`config.mk`:
```
export PLATFORM = sky130hd
export DESIGN_NAME = adiabatic_pclk_gen
export DESIGN_NICKNAME = d
export VERILOG_FILES = /design/src/rtl/adiabatic_pkg.sv /design/src/rtl/pclk_phase.sv /design/src/rtl/adiabatic_pclk_gen.sv
export SDC_FILE = /design/constraint.sdc
export NUM_CORES = 1
export LEC_CHECK = 0
export ABC_CLOCK_PERIOD_IN_PS = 6560
export CAP_MARGIN = 10
export CORE_MARGIN = 3
export CORE_UTILIZATION = 54
export CTS_CLUSTER_DIAMETER = 80
export DETAILED_ROUTE_END_ITERATION = 7
export GPL_TIMING_DRIVEN = 1
export HOLD_SLACK_MARGIN = 0.08
export PLACE_DENSITY = 0.92
export SYNTH_ARGS = -nofsm -noshare
export SYNTH_HDL_FRONTEND = slang
export SYNTH_HIERARCHICAL = 1
export SYNTH_SLANG_ARGS = --single-unit
```
`constraint.sdc`:
```
create_clock -name clk -period 6.56 [get_ports clk]
set_input_delay 0.656 -clock clk [delete_from_list [all_inputs] [get_ports clk]]
set_output_delay 0.656 -clock clk [all_outputs]
set_load 0.005 [all_outputs]
```
`src/rtl/adiabatic_pkg.sv`:
```
// rtl/adiabatic_pkg.sv - shared interval encoding and level mapping for the power-clock sequencer
package adiabatic_pkg;

    typedef enum logic [1:0] {
        RISE = 2'd0,
        HOLD = 2'd1,
        FALL = 2'd2,
        WAIT = 2'd3
    } pclk_interval_e;

    function automatic int pclk_level(input pclk_interval_e iv, input int cnt, input int steps);
        case (iv)
            RISE:    return cnt + 1;
            HOLD:    return steps;
            FALL:    return steps - 1 - cnt;
            default: return 0;
        endcase
    endfunction

endpackage

```
`src/rtl/pclk_phase.sv`:
```
// rtl/pclk_phase.sv - one power-clock phase: interval-to-level mapping with registered rail outputs
module pclk_phase
    import adiabatic_pkg::*;
#(
    parameter int STEPS = 4,
    parameter int LW    = $clog2(STEPS + 1),
    parameter int CW    = 2
) (
    input  logic          clk,
    input  logic          rst_n,
    input  logic          run,
    input  logic [1:0]    q,
    input  logic [CW-1:0] cnt,
    input  logic [1:0]    offset,
    output logic [LW-1:0] lvl,
    output logic          clkpos,
    output logic          clkneg
);

    logic [1:0]    iv;
    logic [LW-1:0] lvl_d, lvl_q;
    logic          clkpos_d, clkpos_q;

    // Driven from next-state so the registered rails line up with the sequencer state
    always_comb begin
        iv       = q + offset;
        lvl_d    = '0;
        if (run) begin
            lvl_d = LW'(pclk_level(pclk_interval_e'(iv), 32'(cnt), STEPS));
        end
        clkpos_d = (lvl_d == LW'(STEPS));
    end

    always_ff @(posedge clk or negedge rst_n) begin
        if (!rst_n) begin
            lvl_q    <= '0;
            clkpos_q <= 1'b0;
        end else begin
            lvl_q    <= lvl_d;
            clkpos_q <= clkpos_d;
        end
    end

    assign lvl    = lvl_q;
    assign clkpos = clkpos_q;
    assign clkneg = ~clkpos_q;

endmodule

```
`src/rtl/adiabatic_pclk_gen.sv`:
```
// rtl/adiabatic_pclk_gen.sv - four-phase adiabatic power-clock sequencer with capture strobe and period count
module adiabatic_pclk_gen
    import adiabatic_pkg::*;
#(
    parameter int STEPS = 4,
    parameter int LW    = $clog2(STEPS + 1),
    parameter int PCW   = 16
) (
    input  logic           clk,
    input  logic           rst_n,
    input  logic           en,
    output logic [LW-1:0]  lvl1,
    output logic [LW-1:0]  lvl2,
    output logic           clkpos1,
    output logic           clkneg1,
    output logic           clkpos2,
    output logic           clkneg2,
    output logic           busy,
    output logic           sample_stb,
    output logic           period_done,
    output logic [PCW-1:0] period_cnt
);

    localparam int CW = (STEPS > 1) ? $clog2(STEPS) : 1;
    localparam logic [CW-1:0] CNT_LAST = CW'(STEPS - 1);

    logic           busy_d, busy_q;
    logic [1:0]     q_d, q_q;
    logic [CW-1:0]  cnt_d, cnt_q;
    logic [PCW-1:0] period_cnt_d, period_cnt_q;
    logic           stb_d, stb_q;
    logic           done_d, done_q;

    always_comb begin
        busy_d = busy_q;
        q_d    = q_q;
        cnt_d  = cnt_q;
        if (!busy_q) begin
            if (en) begin
                busy_d = 1'b1;
                q_d    = 2'd0;
                cnt_d  = '0;
            end
        end else if (cnt_q == CNT_LAST) begin
            cnt_d = '0;
            q_d   = q_q + 2'd1;
            // en only matters at the period boundary; rails are already at 0 here
            if (q_q == 2'd3 && !en) begin
                busy_d = 1'b0;
            end
        end else begin
            cnt_d = cnt_q + CW'(1);
        end

        stb_d        = busy_d && (q_d == 2'd2) && (cnt_d == CNT_LAST);
        done_d       = busy_d && (q_d == 2'd3) && (cnt_d == CNT_LAST);
        period_cnt_d = done_d ? period_cnt_q + PCW'(1) : period_cnt_q;
    end

    always_ff @(posedge clk or negedge rst_n) begin
        if (!rst_n) begin
            busy_q       <= 1'b0;
            q_q          <= 2'd0;
            cnt_q        <= '0;
            period_cnt_q <= '0;
            stb_q        <= 1'b0;
            done_q       <= 1'b0;
        end else begin
            busy_q       <= busy_d;
            q_q          <= q_d;
            cnt_q        <= cnt_d;
            period_cnt_q <= period_cnt_d;
            stb_q        <= stb_d;
            done_q       <= done_d;
        end
    end

    pclk_phase #(.STEPS(STEPS), .LW(LW), .CW(CW)) u_phase1 (
        .clk    (clk),
        .rst_n  (rst_n),
        .run    (busy_d),
        .q      (q_d),
        .cnt    (cnt_d),
        .offset (2'd0),
        .lvl    (lvl1),
        .clkpos (clkpos1),
        .clkneg (clkneg1)
    );

    // Phase 2 lags by one quarter: interval (q+3) mod 4
    pclk_phase #(.STEPS(STEPS), .LW(LW), .CW(CW)) u_phase2 (
        .clk    (clk),
        .rst_n  (rst_n),
        .run    (busy_d),
        .q      (q_d),
        .cnt    (cnt_d),
        .offset (2'd3),
        .lvl    (lvl2),
        .clkpos (clkpos2),
        .clkneg (clkneg2)
    );

    assign busy        = busy_q;
    assign sample_stb  = stb_q;
    assign period_done = done_q;
    assign period_cnt  = period_cnt_q;

endmodule

```
Yosys cells after proc, flatten, opt, wreduce, memory -nomap -nowiden
Index checks and enable logic that the tools add are counted.
{ "word_totals": {"output_inout_bits": 29, "regBits": 31, "in_bits": 3, "wordCells": 50} }
{ "op_classes": {"bitwise_logic": 2, "n_reduce_logical": 8, "mux": 14, "n_addsub": 6, "n_eq_ne": 10} }
{ "ops": {"columns": ["op", "n"], "rows": [
  ["case mux 3 bit (3 select lines)", 2],
  ["adder 16 x 1 -> 16 bit, second input constant", 1],
  ["equality test 2 bit, second input constant", 6],
  ["2-to-1 mux 2 bit", 6],
  ["equality test 3 bit, second input constant", 2],
  ["2-to-1 mux 3 bit", 2],
  ["logical AND 1 bit", 5],
  ["adder 2 x 1 -> 2 bit, second input constant", 2],
  ["equality test 2 x 1 -> 1 bit, second input constant", 2],
  ["logical NOT 2 bit", 2],
  ["2-to-1 mux 1 bit", 4],
  ["adder 2 x 1 -> 3 bit, second input constant", 1],
  ["subtractor 2 x 2 -> 3 bit, first input constant", 1],
  ["adder 2 bit, second input constant", 1],
  ["inverter 1 bit", 2],
  ["logical NOT 1 bit", 1]
]} }

Logic depth before layout (Yosys ltp)
Gate-level depths: netlist of run 1.
{ "depth": {"depth_word": 8, "ltp_mapped": 9, "ltp_nobuf": 8} }

Cells and area by module
The synthesis of run 1 kept the hierarchy.
{ "by_module_without_submodules": {"columns": ["module", "cells_each", "seq_area_each_um2", "instances", "area_per_inst_um2"], "rows": [
  ["adiabatic_pclk_gen", 89, 575.6, 1, 1141.1],
  ["pclk_phase", 19, 100.1, 2, 201.4]
]} }

Least setup slack after synthesis of run 1
Ideal clock, no wire load.
{ "synth_timing": {"path_kind": "register to register", "from": "register cnt_q[0]", "to": "register u_phase2.lvl_q[1], in the netlist u_phase2/lvl[1]", "stages_incl_launch_ff": 10, "synth_period_minus_slack_ns": 2.337, "setup_time_ns": 0.077, "required_time_ns": 6.483, "setup_slack_ns": 4.223, "path_buffers": 1, "arrival_ns": 2.260, "path_cell_list": "dfrtp_1 > ha_1 > and3b_2 > a21oi_4 > buf_2 > inv_1 > ha_1 > xnor3_1 > or2_0 > a21oi_1"} }
{ "synth_via": {"elab_chain_cells": 7, "elab_cells_between_ends": 17, "classes_between": "add/sub (4); eq/ne (3); mux (9); reduce/logical (1)"} }
{ "synth_rtl": {"columns": ["element", "line_no", "source"], "rows": [
  ["start: declaration", "adiabatic_pclk_gen.sv:29", "logic [CW-1:0] cnt_d, cnt_q;"],
  ["start signal: assignment", "adiabatic_pclk_gen.sv:71", "cnt_q <= cnt_d;"],
  ["equality test 2 bit (*)", "adiabatic_pclk_gen.sv:44", "end else if (cnt_q == CNT_LAST) begin"],
  ["2-to-1 mux 2 bit (*)", "adiabatic_pclk_gen.sv:44", null],
  ["2-to-1 mux 2 bit (*)", "adiabatic_pclk_gen.sv:38", "if (!busy_q) begin"],
  ["net q_d[0]", "adiabatic_pclk_gen.sv:28", "logic [1:0] q_d, q_q;"],
  ["adder 2 bit (*)", "pclk_phase.sv:26", "iv = q + offset;"],
  ["equality test 2 bit, or another cell as far along", "adiabatic_pkg.sv:12", "case (iv)"],
  ["case mux 3 bit (3 select lines) (*)", "adiabatic_pkg.sv:12", null],
  ["2-to-1 mux 3 bit (*)", "pclk_phase.sv:28", "if (run) begin"],
  ["net u_phase2.lvl_d[1]", "pclk_phase.sv:21", "logic [LW-1:0] lvl_d, lvl_q;"],
  ["end signal: assignment", "pclk_phase.sv:39", "lvl_q <= lvl_d;"],
  ["end: declaration", "pclk_phase.sv:21", null]
]} }
The timed path passes the listed nets; every way through them passes the cells marked *.
A chain may end at the register's enable or synchronous reset.

Worst setup path after layout of run 1
{ "layout_timing": {"from": "input en", "to": "register u_phase2.lvl_q[1], in the netlist u_phase2/lvl[1]"} }
{ "layout_via": {"elab_chain_cells": 6, "elab_cells_between_ends": 18, "classes_between": "add/sub (3); eq/ne (2); mux (10); reduce/logical (3)"} }
{ "layout_rtl": {"columns": ["element", "line_no", "source"], "rows": [
  ["start: declaration", "adiabatic_pclk_gen.sv:11", "input logic en,"],
  ["2-to-1 mux 2 bit (*)", "adiabatic_pclk_gen.sv:39", "if (en) begin"],
  ["2-to-1 mux 2 bit (*)", "adiabatic_pclk_gen.sv:38", null],
  ["net q_d[0]", "adiabatic_pclk_gen.sv:28", null],
  ["adder 2 bit (*)", "pclk_phase.sv:26", null],
  ["equality test 2 bit, or another cell as far along", "adiabatic_pkg.sv:12", null],
  ["case mux 3 bit (3 select lines) (*)", "adiabatic_pkg.sv:12", null],
  ["2-to-1 mux 3 bit (*)", "pclk_phase.sv:28", null],
  ["net u_phase2.lvl_d[1]", "pclk_phase.sv:21", null]
]} }
Marks and branches as above.

==> run metrics, run 1 <==
proportion of layout cells with a drive suffix above 1 13.1%; Final Util 75.4%; part of the power in the clock network 12.6%; nets 178; period utilization 41.0%; root buf cell clkbuf_4; port bufs 31; share of the synthesized area in the top cell type 50.2%; Max Cap Viol 0; Tightest Pin Transition 519 ps; post-synthesis sequential area ratio 50.2%; fmax 0.372 GHz; CTS max path bufs 2; critical path peak fanout 16; die area 3540 um2; Syn Area/Cell 12.2 um2; Top Ports 32; Post-CTS Setup Bufs 0; top cells by area, synth dfrtp_1, xor2_1, ha_1, nor4b_2, xnor3_1; Yosys Warn Count 6; Chip Width 59.5 um; worst skew pair latency 330 ps; number of hold buffers added after cts 0; H-tree levels 2; CP Class in2reg; critical path capture point type register; status complete, no violations; vias per cell 5.54; net switching power 0.000325 W; Die Ht 59.5 um; min Tclk post-route 2690 ps; Leak 0.967 nW; endpoints failing hold 0; CTS clock-pin slew for the worst setup and hold paths 90 ps; Max Transition Viols Final 0; post-route total power 0.000821 W; relative slew slack 65.3%; first-pass GRT wire length 5.36 mm; DRT Pass-1 Iters 4; CP Launch Point en; Placer Congestion 0.773; EDFF count, synth 0; most frequent cell after synthesis dfrtp_1; total grt overflow 0; core area 2590 um2; Num CTS Buffers 5; library cells used by synthesis 35; Power Internal 0.000496 W; commonest cells in the synthesized netlist dfrtp_1, xor2_1, nor2_1; Max IR drop VDD 377 uV; Crit path required time 6810 ps; CP startpoint kind input pin; FFs w/ async S/R, synth 100%; largest net degree at the start of global routing 32; Worst Path Arrival 2940 ps; row cnt 18; Comb pwr share 53.7%; setup_tns 0 ps; fillers 173; Syn Inst Count 127; RSZ-0062 raised after global routing no; ys flop type dfrtp_1; Total Routed Length 3.12 mm; Starting Density 59.6%; WL/cell 15.8 um; Initial DRC Count 36; endpoints failing setup 0; part of the power in registers 33.6%; Tot GR Track Use 21.3%; Worst Skew 8.60 ps; Synth area leader dfrtp_1; power density cells 421 nW/um2; clk sinks 31; reg-to-reg critical path startpoint cnt_q[0]; Via Count 1096; post-synth design cell area 1540 um2; Ant. Diodes 0; antenna violations before repair 0; Area Growth Syn to Fin 26.4%; TritonCTS clock tree built; Residual DRC 0; vias in the first global route 1185; Post-CTS Resized 0; dpl hpwl 2.33 mm; worst hold path class reg2reg; register bit total from synthesis 31; hold path startpoint period_cnt[15]; Final ANT Viol Nets 0; Net Sw Frac 39.6%
area by class of cell:
class	count	area [um2]	share of cell area, %
Multi-Input combinational cell	92	752	38.5
Inverter	5	18.8	0.962
Clock inverter	1	5.00	0.256
Tap cell	30	37.5	1.92
Timing Repair Buffer	32	318	16.3
Sequential cell	31	776	39.7
Clock buffer	7	45.0	2.31
power by group through the flow:
stage               clock network, W  registers [W]  logic [W]
floorplan                          0       0.000278   0.000290
global placement                   0       0.000276   0.000405
detailed placement                 0       0.000280   0.000438
CTS                         0.000108       0.000276   0.000441
global route                0.000115       0.000284   0.000491
finish                      0.000104       0.000276   0.000441
worst max-delay path: stages:
cell and delay (ps):
clkdlybuf4s50_1 510, mux2i_1 120, a21oi_4 480, inv_1 190, ha_1 230, xnor3_1 380
or2_0 220, a21oi_1 160
worst paths after layout:
path / slack, ps / end / cells after the start
min in group asynchronous: 710 / period_cnt[14] / 2
max in group asynchronous: 5570 / period_cnt[11] / 2
worst min-delay path: 480 / period_cnt[15] / 1
worst max-delay path: 3870 / u_phase2/lvl[1] / 8
worst max register to register: 3940 / u_phase2/lvl[1] / 8
worst min register to register: 480 / period_cnt[15] / 1
metal layers:
metal / GRT usage, % / wire (um)
met1: 23.1 / 1180
met4: 9.71 / 54
met5: 0 / 0
met3: 8.06 / 198
met2: 36.3 / 1690
per-stage QoR:
step	worst slack [ps]	instances	cell area, um2	hold WS, ps
after detailed placement	3530	190	1900	466
after floorplan	4220	129	1550	360
final	3870	198	1950	476
after CTS	3880	198	1950	479
after global placement	3700	190	1900	458
after global routing	3760	198	1950	492
cells in the final DEF (no fill, tap or decap):
cell             instances
inv_1                    5
a31oi_1                  2
nor2_2                   1
a21oi_4                  1
nand4_4                  1
nor4_2                   1
and3b_2                  1
mux2_2                   1
nand3_1                  3
nand4_1                  1
nand2_1                  8
a21oi_1                  2
nor2_1                  11
a22o_2                   1
dfrtp_1                 31
nand2b_1                 2
and3_1                   1
and2_1                   1
mux2_1                   1
and4_1                   3
xor2_1                  15
a22o_1                   1
nor3b_1                  3
or2_0                    2
nor4b_2                  4
xnor3_1                  2
mux2i_1                  1
nand3b_1                 1
clkbuf_1                 2
nand4_2                  1
ha_1                     8
a21o_2                   2
clkdlybuf4s50_1         31
clkbuf_4                 5
nor3b_4                  1
clkinv_2                 1
nor3_1                   5
buf_4                    1
conb_1                   4
registers in the layout, indices dropped and copies added, names as in the netlist:
register         count
u_phase1/lvl         3
busy                 1
u_phase2/clkpos      1
u_phase1/clkpos      1
q_q                  2
u_phase2/lvl         3
cnt_q                2
period_cnt          16
period_done          1
sample_stb           1
logic make-up after synthesis:
kind of cell / share of synthesized area (%)
DFF: 50.2
and+or+nand+nor: 22.9
buffers and inverters: 1.54
other: 0.486
xor gates and xnor gates: 11.4
AOI/OAI and AO/OA: 4.86
adders and majority gates: 6.48
muxes: 2.11
Note: power is estimated with default switching activity, not from simulation.
==> run 2: changes to the inputs <==
--- a/config.mk
+++ b/config.mk
@@ -5,15 +5,15 @@
 export SDC_FILE = /design/constraint.sdc
 export NUM_CORES = 1
 export LEC_CHECK = 0
-export ABC_CLOCK_PERIOD_IN_PS = 6560
+export ABC_CLOCK_PERIOD_IN_PS = 2500
 export CAP_MARGIN = 10
 export CORE_MARGIN = 3
-export CORE_UTILIZATION = 54
+export CORE_UTILIZATION = 50
 export CTS_CLUSTER_DIAMETER = 80
 export DETAILED_ROUTE_END_ITERATION = 7
 export GPL_TIMING_DRIVEN = 1
 export HOLD_SLACK_MARGIN = 0.08
-export PLACE_DENSITY = 0.92
+export PLACE_DENSITY = 0.86
 export SYNTH_ARGS = -nofsm -noshare
 export SYNTH_HDL_FRONTEND = slang
 export SYNTH_HIERARCHICAL = 1
==> constraint.sdc (replaced) <==
create_clock -name clk -period 2.5 [get_ports clk]
set_input_delay 0.25 -clock clk [delete_from_list [all_inputs] [get_ports clk]]
set_output_delay 0.25 -clock clk [all_outputs]
set_load 0.005 [all_outputs]
==> run 2 against run 1 <==
  * Total power rose to 2.6 times the previous value
  * First-iteration DRC count rose by 31%
  * Setup slack got worse by 3600 ps
  * Cell count did not move
  * Global-route usage fell by 2.3 points
  * Core utilization fell by 6.9 points
  * Via count rose by 0.91%
  * Sequential share of layout area did not move
  * Wire length fell by 4.3%
  * Count of clock-buffer cells in the layout fell by 1
  * Clock skew fell by 1.1 ps
  * Largest cell class unchanged
  * Highest routed layer unchanged
==> run metrics, run 2 (synthesis results as in run 1) <==
CTS clock-pin slew for the worst setup and hold paths 90 ps (about the same); Final ANT Viol Nets 0 (unchanged); Die Ht 61.6 um (+3.5%); Cell Count, Final, Fillers Out 198 (unchanged); CTS max path bufs 2 (unchanged); Worst Path Arrival 2440 ps (-500 ps); largest net degree at the start of global routing 32 (unchanged); core area 2850 um2 (+10%); endpoints failing setup 0 (unchanged); Worst Skew 7.47 ps (-1.14 ps); Power Internal 0.00131 W (+160%); Chip Width 61.6 um (+3.5%); Comb pwr share 54.5% (+0.8 points); CP Class reg2reg; critical path peak fanout 4 (-12); worst hold path class in2async; Total Routed Length 2.99 mm (-4.3%); power density cells 1100 nW/um2 (+160%); Initial DRC Count 47 (+31%); part of the power in the clock network 11.6% (-1.0 points); worst skew pair latency 320 ps (about the same); nets 179 (+0.56%); clk sinks 31 (unchanged); part of the power in registers 33.8% (+0.2 points); Starting Density 54.1% (-5.5 points); Max IR drop VDD 765 uV (+100%); Tot GR Track Use 19.0% (-2.3 points); Final Util 68.4% (-6.9 points); Crit path required time 2750 ps (-4060 ps); Reg2Reg Setup Slack 310 ps (-3630 ps); DRT Pass-1 Iters 4 (unchanged); Net Sw Frac 38.8% (-0.76 points); Post-CTS Resized 0 (unchanged); fmax 0.457 GHz; vias in the first global route 1167 (-1.5%); dpl hpwl 2.25 mm (-3.5%); antenna violations before repair 0 (unchanged); row cnt 19 (+1); Inst Count DP 192 (+1.1%); Largest register FFs 16 (unchanged); post-route total power 0.00214 W (+160%); Area Growth Syn to Fin 26.4% (unchanged); worst setup margin 310 ps (-3560 ps); RSZ-0062 raised after global routing no; port bufs 31 (unchanged); period utilization 87.6%; Leak 0.967 nW (about the same); Via Count 1106 (+0.91%); status complete, no violations; endpoints failing hold 0 (unchanged); Post-CTS Setup Bufs 0 (unchanged); min Tclk post-route 2190 ps; Ant. Diodes 0 (unchanged); Placer Congestion 0.784 (+1.5%); die area 3790 um2 (+7.2%); first-pass GRT wire length 5.13 mm (-4.4%); WL/cell 15.1 um (-4.3%); TritonCTS clock tree built; Residual DRC 0 (unchanged); Max Cap Viol 0 (unchanged); Max Transition Viols Final 0 (unchanged); total grt overflow 0 (unchanged); number of hold buffers added after cts 0 (unchanged); root buf cell clkbuf_4; setup_tns 0 ps (unchanged); CP startpoint kind register; critical path capture point type register; most frequent cells in the layout dfrtp_1, clkdlybuf4s50_1, xor2_1; Num CTS Buffers 5 (unchanged); proportion of layout cells with a drive suffix above 1 13.2% (+0.078 points); net switching power 0.000830 W (+160%); H-tree levels 2 (unchanged); dpl ws 314 ps (-3210 ps); vias per cell 5.59 (+0.91%); Top Ports 32 (unchanged)
## run 2: critical path, stage by stage (launching register included)
cell and delay [ps]:
dfrtp_1 450, ha_1 270, mux2i_1 260, a21oi_4 100
inv_1 130, ha_1 180, xnor3_1 430, or2_0 210
a21oi_1 110
## run 2: power groups by stage
stage               sequential, W  clock, W  combinational, W
finish                   0.000724  0.000249           0.00117
global route             0.000745  0.000282           0.00131
CTS                      0.000724  0.000255           0.00117
detailed placement       0.000733         0           0.00117
global placement         0.000725         0           0.00109
floorplan                0.000729         0          0.000762
## run 2: final timing paths
| check | start | end | cells after the start |
|---|---|---|---|
| min in group clk | period_cnt[15] | period_cnt[15] | 1 |
| max reg2reg | cnt_q[0] | u_phase2/lvl[1] | 8 |
| min reg2reg | period_cnt[15] | period_cnt[15] | 1 |
| max | cnt_q[0] | u_phase2/lvl[1] | 8 |
| max in group asynchronous | rst_n | period_cnt[1] | 2 |
| min | rst_n | period_cnt[14] | 2 |
## run 2: final cells by class
cell class,instances,area (um2)
clock buffers,6,41.3
fillers,218,901
inverters,5,18.8
multi-input cells,92,752
flip-flops and latches,31,776
well taps,31,38.8
repair buffers,33,325
## run 2: through the flow
stage | area [um2] | hold slack, ps
2_1_floorplan | 1550 | -45.6
3_3_place_gp | 1910 | 456
3_5_place_dp | 1910 | 461
4_1_cts | 1950 | 316
5_1_grt | 1950 | 324
6_report | 1950 | 303
## run 2: per-layer routing
layer  vias to the layer above  global-route usage [%]  part of all wire, %
met4                         0                    8.18                  2.4
met2                        35                    32.6                   53
met5                         -                       0                    0
met3                        12                    6.29                  5.1
li1                        518                       -                    -
met1                       541                    21.4                   39
